==> config.mk <==
export PLATFORM = sky130hd
export DESIGN_NAME = hlc_pacing_scheduler
export DESIGN_NICKNAME = d
export VERILOG_FILES = /design/src/rtl/hlc_pacing_scheduler.sv
export SDC_FILE = /design/constraint.sdc
export NUM_CORES = 1
export LEC_CHECK = 0
export ABC_CLOCK_PERIOD_IN_PS = 12100
export CAP_MARGIN = 40
export CORE_MARGIN = 2
export CORE_UTILIZATION = 35
export CTS_CLUSTER_DIAMETER = 120
export CTS_CLUSTER_SIZE = 12
export DETAILED_ROUTE_END_ITERATION = 12
export HOLD_SLACK_MARGIN = 0.08
export MAX_ROUTING_LAYER = met4
export PLACE_DENSITY = 0.64
export SYNTH_ARGS = -nofsm -noshare
export SYNTH_HDL_FRONTEND = slang
export SYNTH_SLANG_ARGS = --single-unit
==> constraint.sdc <==
create_clock -name clk_i -period 12.1 [get_ports clk_i]
set_input_delay 1.815 -clock clk_i [delete_from_list [all_inputs] [get_ports clk_i]]
set_output_delay 1.815 -clock clk_i [all_outputs]
set_load 0.03 [all_outputs]
==> src/rtl/hlc_pacing_scheduler.sv <==
// RTLola high-level controller: global timer, stream pacing and a show-ahead event FIFO for the LLC.
// Optional build macro HLC_OVERFLOW_DROP_OLDEST_EN: a full FIFO discards its head instead of the new entry.
module hlc_pacing_scheduler #(
  parameter int DATA_W   = 64,
  parameter int TS_W     = 64,
  parameter int PERIOD_B = 1000,
  parameter int QDEPTH   = 4,
  parameter int PTR_W    = 2
) (
  input  logic              clk_i,
  input  logic              rst_i,         // synchronous, active-low
  input  logic              en_i,
  input  logic [DATA_W-1:0] input_x_i,
  input  logic              new_input_i,
  input  logic              llc_ready_i,
  output logic              q_valid_o,
  output logic [DATA_W-1:0] q_data_o,
  output logic [TS_W-1:0]   q_ts_o,
  output logic              q_pacing_a_o,
  output logic              q_pacing_b_o,
  output logic              q_slide_b_o,
  output logic [TS_W-1:0]   hlc_timer_o,
  output logic              q_push_o,
  output logic              push_valid_o,
  output logic              q_pop_o,
  output logic              pop_valid_o,
  output logic [PTR_W:0]    q_count_o,
  output logic              overflow_o
);

  localparam int CNT_W = (PERIOD_B > 1) ? $clog2(PERIOD_B) : 1;

  typedef struct packed {
    logic [DATA_W-1:0] data;
    logic [TS_W-1:0]   ts;
    logic              pacing_a;
    logic              pacing_b;
    logic              slide_b;
  } entry_t;

  entry_t             mem_q [QDEPTH];
  entry_t             new_entry;
  entry_t             head;

  logic [TS_W-1:0]    timer_q, timer_d;
  logic [CNT_W-1:0]   per_q, per_d;
  logic [PTR_W-1:0]   rd_ptr_q, rd_ptr_d, wr_ptr_q, wr_ptr_d;
  logic [PTR_W:0]     count_q, count_d;
  logic               q_push_q, push_valid_q, q_pop_q, pop_valid_q, overflow_q;

  logic               tick, event_w, full, empty, pop, push, drop, lost;

  always_comb begin
    tick    = (per_q == CNT_W'(PERIOD_B - 1));
    event_w = en_i & (new_input_i | tick);
    full    = (count_q == (PTR_W+1)'(QDEPTH));
    empty   = (count_q == '0);
    pop     = en_i & llc_ready_i & ~empty;
    lost    = event_w & full & ~pop;
`ifdef HLC_OVERFLOW_DROP_OLDEST_EN
    // The tail slot equals the head slot when full, so the write overwrites the discarded head.
    push    = event_w;
    drop    = lost;
`else
    push    = event_w & (~full | pop);
    drop    = 1'b0;
`endif

    new_entry.data     = new_input_i ? input_x_i : '0;
    new_entry.ts       = timer_q;
    new_entry.pacing_a = new_input_i;
    new_entry.pacing_b = tick;
    new_entry.slide_b  = tick;

    timer_d  = en_i ? timer_q + 1'b1 : timer_q;
    per_d    = per_q;
    if (en_i) per_d = tick ? '0 : per_q + 1'b1;

    rd_ptr_d = rd_ptr_q + PTR_W'(pop | drop);
    wr_ptr_d = wr_ptr_q + PTR_W'(push);
    count_d  = count_q + (PTR_W+1)'(push) - (PTR_W+1)'(pop | drop);
  end

  always_ff @(posedge clk_i) begin
    if (!rst_i) begin
      timer_q      <= '0;
      per_q        <= '0;
      rd_ptr_q     <= '0;
      wr_ptr_q     <= '0;
      count_q      <= '0;
      q_push_q     <= 1'b0;
      push_valid_q <= 1'b0;
      q_pop_q      <= 1'b0;
      pop_valid_q  <= 1'b0;
      overflow_q   <= 1'b0;
    end else begin
      timer_q      <= timer_d;
      per_q        <= per_d;
      rd_ptr_q     <= rd_ptr_d;
      wr_ptr_q     <= wr_ptr_d;
      count_q      <= count_d;
      q_push_q     <= event_w;
      push_valid_q <= push;
      q_pop_q      <= en_i & llc_ready_i;
      pop_valid_q  <= pop;
      overflow_q   <= overflow_q | lost;
    end
  end

  // Storage needs no reset: the head is masked to zero whenever the FIFO is empty.
  always_ff @(posedge clk_i) begin
    if (rst_i && push) mem_q[wr_ptr_q] <= new_entry;
  end

  always_comb begin
    head         = mem_q[rd_ptr_q];
    q_valid_o    = ~empty;
    q_data_o     = empty ? '0 : head.data;
    q_ts_o       = empty ? '0 : head.ts;
    q_pacing_a_o = ~empty & head.pacing_a;
    q_pacing_b_o = ~empty & head.pacing_b;
    q_slide_b_o  = ~empty & head.slide_b;
  end

  assign hlc_timer_o  = timer_q;
  assign q_push_o     = q_push_q;
  assign push_valid_o = push_valid_q;
  assign q_pop_o      = q_pop_q;
  assign pop_valid_o  = pop_valid_q;
  assign q_count_o    = count_q;
  assign overflow_o   = overflow_q;

endmodule
# [Yosys cells after proc, flatten, opt, wreduce, memory -nomap -nowiden]
# Memory sizes are Yosys's and may differ from the RTL's. A register that Yosys moved wholly into a read port is not among the register bits.
# Index checks and enable logic that the tools add are counted.
# Widths: inputs -> output; s select.
[totals] regBits=86 input_bits=69 wordCells=43 mem_count=1 output_inout_bits=204 ramBits=524
[classes] n_reduce_logical=2 bitwise_logic=15 addsub=6 n_eq_ne=2 mux=7
[mem_list] name="mem_q" depth=4 width=131 rd=1 rd_clocked_by_memory_dff=1 write_ports=1 line_no="41" source="entry_t mem_q [QDEPTH];"
[op_table] operator="$mux 64" n=3
[op_table] operator="$add 64x1->64 const B" n=1
[op_table] operator="$add 10x1->10 const B" n=1
[op_table] operator="$eq 10x10->1 const B" n=1
[op_table] operator="$mux 10" n=1
[op_table] operator="$and 1x1->1" n=9
[op_table] operator="$add 2x1->2" n=2
[op_table] operator="$add 3x1->3" n=1
[op_table] operator="$eq 3x3->1 const B" n=1
[op_table] operator="$logic_not 3->1" n=1
[op_table] operator="$not 1->1" n=3
[op_table] operator="$or 1x1->1" n=3
[op_table] operator="$sub 3x1->3" n=1
[op_table] operator="$mux 1" n=2
[op_table] operator="$mux 2" n=1
[op_table] operator="$logic_and 1x1->1" n=1

# [Longest topological paths before layout]
# Gate-level depths: netlist of run 1.
[depth] depth_word=8 ltp_mapped=11 mapped_depth_nobuf=11

# [Least setup slack after synthesis of run 1]
# Ideal clock, no wire load.
[synth_path] path_kind="input port to flip-flop" from="input port llc_ready_i" to="memory mem_q[1][100] (netlist name) (enable)" setup_slack_ns=-0.593 stages=5 setup_ns=0.805 path_buffers=0 arrival_time_ns=11.888 t_required_ns=11.295 cell_sequence="nand2_1 nand3_1 o211ai_1 or2_2 nor3b_1"
[synth_between] elab_chain_len=7
[synth_rtl] element="start: declaration" line_no="15" source="input logic llc_ready_i,"
[synth_rtl] element="$and 1x1->1 (2 in series)" line_no="58" source="pop = en_i & llc_ready_i & ~empty;"
[synth_rtl] element="$or 1x1->1" line_no="65" source="push = event_w & (~full | pop);"
[synth_rtl] element="$and 1x1->1" line_no="65"
[synth_rtl] element="$logic_and 1x1->1" line_no="112" source="if (rst_i && push) mem_q[wr_ptr_q] <= new_entry;"
[synth_rtl] element="$mux 1" line_no="112"
[synth_rtl] element="$mux 1 (not written as such)" line_no="112"
[synth_rtl] element="end: declaration" line_no="41"
# No other way between the ends.

==> summary.md, run 1 <==
| Metric | Value |
|---|---|
| Status | `finished, final reports clean` |
| Max transition margin | `0.384` |
| Worst VDD drop | `0.157 mV` |
| Initial core utilization | `0.355` |
| Vias in the first global route | `13500` |
| Switching power | `1.57 mW` |
| Post-CTS sizing | `0` |
| Worst R2R Setup Slack | `7900 ps` |
| Slowest Stage Delay on Critical Path | `610 ps` |
| CP Data Required Time | `10280 ps` |
| Layout cells sized above 1 | `0.143` |
| Most used cell, CP | `buf_16` |
| P&R area growth vs syn | `21.4%` |
| Seq cells post-synth | `606` |
| Pin count of the biggest net entering global routing | `77` |
| Clock Sinks | `606` |
| Async S/R FF share, synth | `0` |
| Avg Vias per Cell | `4.93` |
| R2r startpoint | `per_q[0]` |
| Cell depth of the worst min-delay path | `1` |
| Fin crit share | `0.441` |
| Total number of vias | `13000` |
| H-tree Lvls | `2` |
| Detailed Route WL | `55600 µm` |
| Internal power | `3.76 mW` |
| Gate power share | `0.264` |
| Clock Pin Slew Worst Setup and Hold Paths | `60 ps` |
| ANT cells | `0` |
| Die Wd | `268 µm` |
| Setup Viol. Count Final | `0` |
| Global placement routability congestion | `0.774` |
| Max FO, Critical Path | `36` |
| Slew Viols, Final | `0` |
| Residual DRC | `0` |
| DP Wirelength | `34600 µm` |
| Sequential Power Share | `0.435` |
| I/O Buffers | `272` |
| CTS tree | `yes` |
| Worst path cell trace | `buf_16 > buf_4 > buf_16 > mux4_2 > and2_1 > clkdlybuf4s50_1` |
| Core ar. | `68800 µm²` |
| First-pass GRT wire length | `83200 µm` |
| Hold buffers post-CTS | `0` |
| Clock Power Share | `0.300` |
| Clock tree buffer depth | `3` |
| R2r worst-path depth | `11` |
| Hold Crit Class | `flop to flop` |
| Die area | `71900 µm²` |
| IO Pins | `273` |
| Critical setup path kind | `flop to output port` |
| Cell Pwr Density | `180 nW/µm²` |
| Root Buffer | `clkbuf_16` |
| Post-synthesis sequential area ratio | `0.710` |
| Setup Fix Bufs, Post-CTS | `0` |
| Hold Path Sink | `overflow_o` |
| Placed cells | `2535` |
| Die H | `268 µm` |
| Initial antenna violation count | `0` |
| TritonCTS buffer count | `56` |
| Most frequent cells in the layout | `520 x edfxtp_1, 271 x clkdlybuf4s50_1, 199 x and2_1, 130 x mux4_2, 84 x dfxtp_1` |
| Fin crit period | `5340 ps` |
| Worst skew pair latency | `620 ps` |
| Reg2reg end | `mem_q[3][93]` |
| Cells after Synth | `1428` |
| Final cell count without fillers | `2632` |
| Final Net Count | `1739` |
| Yosys warns | `0` |
| Total negative setup slack | `0 ps` |
| Wire length per cell | `21.1 µm` |
| Crit path from | `rd_ptr_q[0]` |
| Mapped Area | `24400 µm²` |
| Total global routing overflow | `0` |
| Hold Violations, Final | `0` |
| Pleak | `9.47 nW` |
| Commonest non-fill, non-tap cell in the layout | `edfxtp_1` |
| CP Capture Type | `output port` |
| Synthesized area per cell | `17.1 µm²` |
| Starting DRT DRC Count | `978` |
| Most frequently used flop master after synthesis | `edfxtp_1` |
| Fmax | `187 MHz` |
| Number of synthesized flops with an enable pin | `520` |
| Final ANT Viol Nets | `0` |
| Startpoint Class | `flop` |
| Row cnt | `96` |
| Synth cell types | `39` |
| Critical Path AT | `3520 ps` |
| RSZ-0062 raised after global routing | `no` |
| Mapped Nets | `1504` |
| Total GRT Usage | `0.158` |
| Critical Path Slowest Stage Cell | `clkdlybuf4s50_1` |
| Least-Margin Pin Slew | `916 ps` |
| Sw Ratio | `0.295` |
| Max cap viols | `0` |
| Hold path startpoint | `overflow_o` |
| Drt pass-1 iters | `5` |
| Fin Clk Skew | `35.8 ps` |
## cells by family (layout without fill, tap and decap cells)
| group | after synthesis | count (layout) | synth area share |
|---|---|---|---|
| AO/OA/AOI/OAI | 50 | 50 | 0.0109 |
| multiplexers | 133 | 133 | 0.121 |
| buffers and inverters | 149 | 422 | 0.0335 |
| AND/OR/NAND/NOR | 432 | 432 | 0.103 |
| XOR/XNOR | 51 | 51 | 0.0183 |
| adder cells (fa/ha/maj) | 7 | 7 | 0.00389 |
| flip-flops | 606 | 606 | 0.710 |
## flip-flops by register name (all words and copies together) (netlist names)
register	cells
mem_q	520
hlc_timer_o	64
per_q	10
q_count_o	3
rd_ptr_q	2
wr_ptr_q	2
overflow_o	1
pop_valid_o	1
push_valid_o	1
q_pop_o	1
q_push_o	1
## synthesized netlist by cell type (2+ instances only)
master / count / share of area
nand2b_1: 2 / 0.00051
o21ai_0: 22 / 0.0045
nand2_1: 30 / 0.0046
or3_1: 21 / 0.0054
nand3_1: 24 / 0.0049
and3_1: 7 / 0.0018
mux2i_1: 3 / 0.0012
and2_1: 199 / 0.051
mux4_2: 130 / 0.12
nand4_1: 44 / 0.011
xor2_1: 35 / 0.013
nor4_2: 2 / 0.0010
buf_1: 14 / 0.0022
nor4_1: 5 / 0.0013
clkbuf_1: 39 / 0.0060
edfxtp_1: 520 / 0.64
buf_4: 66 / 0.020
buf_2: 10 / 0.0020
dfxtp_1: 86 / 0.070
or2_2: 2 / 0.00051
and4_1: 2 / 0.00072
nor3_1: 14 / 0.0029
a21oi_1: 22 / 0.0045
o21a_1: 3 / 0.00092
nor2_1: 69 / 0.011
inv_1: 20 / 0.0031
xnor2_1: 16 / 0.0057
nor4_4: 4 / 0.0035
ha_1: 6 / 0.0031
nor3b_1: 2 / 0.00061
## per-layer routing
metal  GRT usage  wire length, µm  part of all wire  vias to the layer above
li1            -                -                 -                     5861
met1       0.205            24000              0.43                     6699
met2       0.253            27000              0.48                      349
met3      0.0303             3210             0.058                       76
met4      0.0451             1420             0.025                        0
met5           -                0                 0                        -
## area by class of cell
class | count | area (µm²)
clock buffers | 92 | 1540
clock inverters | 4 | 53.8
fillers | 6071 | 39200
inverters | 20 | 77.6
multi-input cells | 673 | 6310
flip-flops and latches | 606 | 17300
well taps | 931 | 1160
repair buffers | 306 | 3180
## per-stage QoR
step	util	setup slack [ps]	instance area [µm²]	power (mW)	hold WS, ps
after global routing	0.431	6530	29700	5.55	518
after global placement	0.404	5520	27800	3.78	457
after CTS	0.431	6600	29700	5.42	493
final	0.431	6760	29700	5.33	495
after floorplan	-	69.5	24400	3.21	478
after detailed placement	0.408	6070	28100	3.80	466
## power by group through the flow
| stage | logic, mW | clock network, mW | registers [mW] |
|---|---|---|---|
| 2_1_floorplan | 0.836 | 0 | 2.37 |
| 3_3_place_gp | 1.40 | 0 | 2.38 |
| 3_5_place_dp | 1.43 | 0 | 2.37 |
| 4_1_cts | 1.44 | 1.66 | 2.32 |
| 5_1_grt | 1.49 | 1.73 | 2.32 |
| 6_report | 1.41 | 1.60 | 2.32 |
## how the worst max path moves through the flow
stage	to	slack, ps	cells past startpoint
after floorplan	mem_q[0][100]	70	5
after global placement	mem_q[1][111]	5520	9
after detailed placement	mem_q[3][109]	6070	11
after CTS	q_ts_o[41]	6600	6
after global routing	mem_q[3][93]	6530	11
final	q_ts_o[41]	6760	6
## critical path, delay by kind of cell (launching register included)
kind          cells  cell delay, ps
flops             1             510
simple gates      1             200
buf+inv           4            1570
mux               1             540
(Power assumes the default switching activity.)
==> run 2: changes to the inputs <==
ABC_CLOCK_PERIOD_IN_PS = 5500   (was 12100)
PLACE_DENSITY = 0.62   (was 0.64)
clock period = 5.5 ns   (was 12.1 ns; I/O delays follow)
==> run 2 against run 1 <==
  * First-iteration DRC count down 5.8%
  * Cell count down 0.68%
  * Largest cell class unchanged
  * Die area unchanged
  * Sequential power up 120%
  * Hold slack better by 38 ps
  * Via count down 0.83%
  * Clock power up 110%
  * Sequential share of layout area up 0.32 points
  * Critical path type unchanged
  * Non-clock buffer count down 5
  * Cell area down 0.55%
  * Register-to-register slack worse by 5900 ps
==> summary.md, run 2 (same netlist as run 1, synthesis figures left out) <==
| Metric | Value |
|---|---|
| Critical Path AT | `3130 ps (-390 ps)` |
| Max reg flops | `520 (unchanged)` |
| Least-Margin Pin Slew | `929 ps (+12.8 ps)` |
| Clock Sinks | `606 (unchanged)` |
| Setup WS pre-CTS | `1530 ps (-4540 ps)` |
| Slowest Stage Delay on Critical Path | `620 ps (about the same)` |
| Hold Path Sink | `per_q[8]` |
| H-tree Lvls | `2 (unchanged)` |
| DP Wirelength | `34200 µm (-1.3%)` |
| Final ANT Viol Nets | `0 (unchanged)` |
| Final cell count without fillers | `2614 (-0.68%)` |
| Startpoint Class | `flop` |
| Starting DRT DRC Count | `921 (-5.8%)` |
| Fin crit period | `3960 ps` |
| TritonCTS buffer count | `56 (unchanged)` |
| Post-CTS sizing | `0 (unchanged)` |
| Worst path buffer plus inverter count | `3 (-1)` |
| Critical setup path kind | `flop to output port` |
| Hold path startpoint | `per_q[8]` |
| R2r worst-path depth | `8 (-3)` |
| Fillcell total | `6053 (-0.30%)` |
| Avg Vias per Cell | `4.93 (-0.15%)` |
| Wire length per cell | `21.5 µm (+1.5%)` |
| Setup slack after layout | `1540 ps (-5220 ps)` |
| Status | `finished, final reports clean` |
| Slew Viols, Final | `0 (unchanged)` |
| Total negative setup slack | `0 ps (unchanged)` |
| Layout cells sized above 1 | `0.140 (-0.00314)` |
| Commonest non-fill, non-tap cell in the layout | `edfxtp_1` |
| Clock Pin Slew Worst Setup and Hold Paths | `70 ps (about the same)` |
| Pin count of the biggest net entering global routing | `81 (+5.2%)` |
| CP Capture Type | `output port` |
| Cell depth of the worst min-delay path | `2 (+1)` |
| Max cap viols | `0 (unchanged)` |
| Final Net Count | `1734 (-0.29%)` |
| Fin crit share | `0.720` |
| Fin Clk Skew | `34.4 ps (-1.47 ps)` |
| Die H | `268 µm (unchanged)` |
| Die Wd | `268 µm (unchanged)` |
| Setup Viol. Count Final | `0 (unchanged)` |
| Worst skew pair latency | `610 ps (about the same)` |
| Setup Fix Bufs, Post-CTS | `0 (unchanged)` |
| Hold Violations, Final | `0 (unchanged)` |
| Critical Path Slowest Stage Cell | `clkdlybuf4s50_1` |
| Initial core utilization | `0.355 (unchanged)` |
| Most frequent cells in the layout | `520 x edfxtp_1, 271 x clkdlybuf4s50_1, 199 x and2_1, 130 x mux4_2, 84 x dfxtp_1` |
| Drt pass-1 iters | `5 (unchanged)` |
| Global placement routability congestion | `0.768 (-0.84%)` |
| Worst R2R Setup Slack | `1960 ps (-5940 ps)` |
| Reg2reg end | `mem_q[3][8]` |
| Hold buffers post-CTS | `0 (unchanged)` |
| Root Buffer | `clkbuf_16` |
| Max FO, Critical Path | `31 (-14%)` |
| Worst VDD drop | `0.251 mV (+60%)` |
| Row cnt | `96 (unchanged)` |
| Residual DRC | `0 (unchanged)` |
| CTS tree | `yes` |
| Cell Pwr Density | `396 nW/µm² (+120%)` |
| Clock tree buffer depth | `3 (unchanged)` |
| Total global routing overflow | `0 (unchanged)` |
| P&R area growth vs syn | `20.7%` |
| Layout Utilization | `0.429 (-0.00236)` |
| Hold Crit Class | `flop to flop` |
| Pleak | `9.39 nW (-0.93%)` |
| First-pass GRT wire length | `83800 µm (+0.75%)` |
| Register bank with the most flops | `mem_q` |
| IO Pins | `273 (unchanged)` |
| CP Data Required Time | `4680 ps (-5600 ps)` |
| Detailed Route WL | `56100 µm (+0.83%)` |
| Critical path's top delay family | `buffers and inverters` |
| Max transition margin | `0.376 (-0.00859)` |
| Initial antenna violation count | `3 (+3)` |
| Worst path cell trace | `buf_16 > buf_12 > mux4_2 > and2_1 > clkdlybuf4s50_1` |
| Core ar. | `68800 µm² (unchanged)` |
| Total GRT Usage | `0.160 (+0.00223)` |
| Placed cells | `2531 (-0.16%)` |
| I/O Buffers | `272 (unchanged)` |
| Total number of vias | `12900 (-0.83%)` |
| RSZ-0062 raised after global routing | `no` |
| R2r startpoint | `per_q[0]` |
| Vias in the first global route | `13400 (-0.32%)` |
| Fmax | `253 MHz` |
| Die area | `71900 µm² (unchanged)` |
==> run 2: cell count changes in the layout (fill, tap and decap cells not counted) <==
cell | before | now
diode_2 | 0 | 1
buf_8 | 1 | 0
clkbuf_1 | 36 | 23
clkbuf_2 | 1 | 0
inv_16 | 1 | 0
buf_4 | 22 | 17
nor3_4 | 0 | 1
buf_1 | 0 | 2
nor3_2 | 2 | 1
buf_12 | 0 | 7
buf_16 | 10 | 3
==> run 2: per-layer routing <==
layer	up-vias	GRT usage	share of wire
met5	-	-	0
met4	0	0.0371	0.019
met3	68	0.0261	0.050
li1	5831	-	-
met2	346	0.263	0.50
met1	6632	0.209	0.43
==> run 2: metrics by stage <==
step                      hold WS (ps)  total power [mW]  instance area, µm²
after floorplan                    478              7.05               24500
after global placement             495              8.34               27900
after detailed placement           512              8.39               28000
after CTS                          533              11.9               29500
after global routing               550              12.1               29500
final                              533              11.7               29500
==> run 2: final cells by class <==
cell class	count	area, µm²	area share
diodes	1	2.50	0.0000848
clock buffers	79	1490	0.0504
clock inverters	3	33.8	0.00115
inverters	20	77.6	0.00263
multi-input cells	673	6320	0.214
flip-flops and latches	606	17300	0.588
well taps	931	1160	0.0395
repair buffers	301	3080	0.104
==> run 2: worst reg2reg max path, cell delays in order (launching register included) <==
cell	delay [ps]
dfxtp_1	380
ha_1	220
nand2_1	70
nor4_1	620
o211ai_1	230
or2_2	410
inv_1	100
and3_4	560
buf_4	540
==> run 2: worst max-delay path by stage <==
stage / startpoint / depth (start not counted) / endpoint
final: rd_ptr_q[0] / 5 / q_ts_o[13]
after global routing: rd_ptr_q[0] / 5 / q_ts_o[13]
after CTS: rd_ptr_q[0] / 5 / q_ts_o[13]
after detailed placement: en_i / 7 / mem_q[3][15]
after global placement: en_i / 7 / mem_q[3][14]
after floorplan: per_q[0] / 6 / mem_q[2][100]
==> run 2: where the power goes <==
group	internal, mW	switching (mW)	total, mW
Clock	1.85	1.59	3.44
Combinational	1.34	1.79	3.13
Sequential	5.06	0.0525	5.11
==> run 3: changes to the inputs <==
ABC_CLOCK_PERIOD_IN_PS = 4100   (was 5500)
clock period = 4.1 ns   (was 5.5 ns; I/O delays follow)
==> run 3 against run 2 <==
  * Global-route usage is 0.090 points higher
  * First-iteration DRC count is 6.0% higher
  * Clock power is 40% higher
  * Combinational power grew 32%
  * Clock skew down 7.2 ps
  * Non-clock buffer count fell by 1
==> summary.md, run 3 (same netlist as run 1, synthesis figures left out) <==
| Metric | Value |
|---|---|
| Avg Vias per Cell | `4.93 (+0.10%)` |
| Wire length per cell | `21.3 µm (-0.84%)` |
| Max FO, Critical Path | `33 (+6.5%)` |
| Final Net Count | `1733 (-0.058%)` |
| Sequential Power Share | `0.434 (-0.004)` |
| Vias in the first global route | `13500 (+0.48%)` |
| R2r worst-path depth | `7 (-1)` |
| Setup Fix Bufs, Post-CTS | `0 (unchanged)` |
| Register bank with the most flops | `mem_q` |
| Clock Pin Slew Worst Setup and Hold Paths | `60 ps (about the same)` |
| Root Buffer | `clkbuf_16` |
| Row cnt | `96 (unchanged)` |
| H-tree Lvls | `2 (unchanged)` |
| Worst VDD drop | `0.341 mV (+36%)` |
| Reg2reg end | `mem_q[3][44]` |
| TritonCTS buffer count | `56 (unchanged)` |
| Status | `finished, final reports clean` |
| Post-CTS sizing | `0 (unchanged)` |
| Worst path cell trace | `buf_4 > mux4_2 > and2_1 > clkdlybuf4s50_1` |
| Clock Sinks | `606 (unchanged)` |
| Placed cells | `2530 (-0.040%)` |
| ANT cells | `0 (-1)` |
| Pin count of the biggest net entering global routing | `91 (+12%)` |
| Most frequent cells in the layout | `520 x edfxtp_1, 271 x clkdlybuf4s50_1, 199 x and2_1, 130 x mux4_2, 80 x dfxtp_1` |
| Cell Pwr Density | `531 nW/µm² (+34%)` |
| Placed instance area | `28100 µm² (+0.28%)` |
| Total number of vias | `13000 (+0.91%)` |
| Slowest Stage Delay on Critical Path | `600 ps (-20 ps)` |
| Max transition margin | `0.440 (+0.0646)` |
| Startpoint Class | `flop` |
| P&R area growth vs syn | `21.6%` |
| Slew Viols, Final | `0 (unchanged)` |
| Sw Ratio | `0.295 (+0.00175)` |
| RSZ-0062 raised after global routing | `no` |
| Fin crit period | `3660 ps` |
| Cell depth of the worst min-delay path | `2 (unchanged)` |
| Least-Margin Pin Slew | `832 ps (-97.6 ps)` |
| R2r startpoint | `per_q[5]` |
| Hold path startpoint | `per_q[0]` |
| Core ar. | `68800 µm² (unchanged)` |
| Critical Path AT | `3040 ps (-90 ps)` |
| Clock tree buffer depth | `3 (unchanged)` |
| CTS tree | `yes` |
| Setup Viol. Count Final | `0 (unchanged)` |
| CP Data Required Time | `3480 ps (-1200 ps)` |
| Fmax | `273 MHz` |
| Drt pass-1 iters | `5 (unchanged)` |
| Layout cells sized above 1 | `0.144 (+0.00347)` |
| Total GRT Usage | `0.161 (+0.000899)` |
| Internal power | `11.1 mW (+35%)` |
| Residual DRC | `0 (unchanged)` |
| Total global routing overflow | `0 (unchanged)` |
| Die Wd | `268 µm (unchanged)` |
| DP Wirelength | `34400 µm (+0.57%)` |
| Initial antenna violation count | `1 (-2)` |
| CP Capture Type | `output port` |
| Worst skew pair latency | `630 ps (+20 ps)` |
| Commonest non-fill, non-tap cell in the layout | `edfxtp_1` |
| Pleak | `9.44 nW (+0.61%)` |
| IO Pins | `273 (unchanged)` |
| Hold Crit Class | `flop to flop` |
| Critical Path Slowest Stage Cell | `mux4_2` |
| First-pass GRT wire length | `84800 µm (+1.2%)` |
| Worst R2R Setup Slack | `1100 ps (-860 ps)` |
| Detailed Route WL | `56100 µm (about the same)` |
| Hold Path Sink | `per_q[0]` |
| Initial core utilization | `0.355 (unchanged)` |
| Finished Cell Area | `29700 µm² (+0.70%)` |
| Hold buffers post-CTS | `0 (unchanged)` |
| Fin crit share | `0.892` |
| Max cap viols | `0 (unchanged)` |
| Final ANT Viol Nets | `0 (unchanged)` |
| Die H | `268 µm (unchanged)` |
| Clock Power Share | `0.305 (+0.010)` |
| I/O Buffers | `272 (unchanged)` |
| Hold Violations, Final | `0 (unchanged)` |
| Gate power share | `0.261 (-0.007)` |
| Final cell count without fillers | `2635 (+0.80%)` |
| Global placement routability congestion | `0.757 (-1.3%)` |
| Setup WS pre-CTS | `737 ps (-793 ps)` |
| Layout Utilization | `0.432 (+0.00300)` |
| Starting DRT DRC Count | `976 (+6.0%)` |
| Max reg flops | `520 (unchanged)` |
| Switching power | `4.66 mW (+36%)` |
| Critical setup path kind | `flop to output port` |
| Fin Clk Skew | `27.2 ps (-7.19 ps)` |
| Die area | `71900 µm² (unchanged)` |
| Setup slack after layout | `443 ps (-1100 ps)` |
## run 3: final cells by class
cell class / count / area (µm²)
tap: 931 / 1160
multi-input combinational: 673 / 6340
inverter: 20 / 77.6
sequential: 606 / 17300
timing repair buffer: 300 / 3130
clock inverter: 5 / 86.3
clock buffer: 100 / 1570
fill: 6062 / 39100
## run 3: power groups by stage
stage	Combinational, mW	Clock [mW]	Sequential, mW
CTS	4.22	4.98	6.85
global route	4.39	5.20	6.86
finish	4.12	4.81	6.85
global placement	4.19	0	6.97
floorplan	2.47	0	6.98
detailed placement	4.20	0	6.98
## run 3: how the worst max path moves through the flow
stage,startpoint,end,cells past startpoint
after floorplan,per_q[5],mem_q[2][100],5
after global placement,en_i,mem_q[3][42],8
after detailed placement,en_i,mem_q[3][45],8
after CTS,rd_ptr_q[0],q_ts_o[8],4
after global routing,q_count_o[0],q_data_o[54],5
final,rd_ptr_q[0],q_ts_o[21],4
## run 3: stage by stage
step | hold slack (ps) | power [mW] | setup TNS (ps)
after floorplan | 477 | 9.45 | -345080
after global placement | 493 | 11.2 | 0
after detailed placement | 515 | 11.2 | 0
after CTS | 530 | 16.0 | 0
after global routing | 541 | 16.4 | 0
final | 526 | 15.8 | 0
## run 3: per-layer routing
metal | up-vias | global-route usage | routed length (µm)
met5 | - | - | 0
met3 | 69 | 0.0312 | 3110
met1 | 6746 | 0.209 | 24200
met4 | 0 | 0.0355 | 885
met2 | 329 | 0.262 | 27800
li1 | 5850 | - | -
## run 3: critical path, delay by kind of cell (launching register included)
kind | cells | cell delay (ps)
simple gates | 1 | 190
buf+inv | 2 | 1170
flops | 1 | 430
mux | 1 | 600
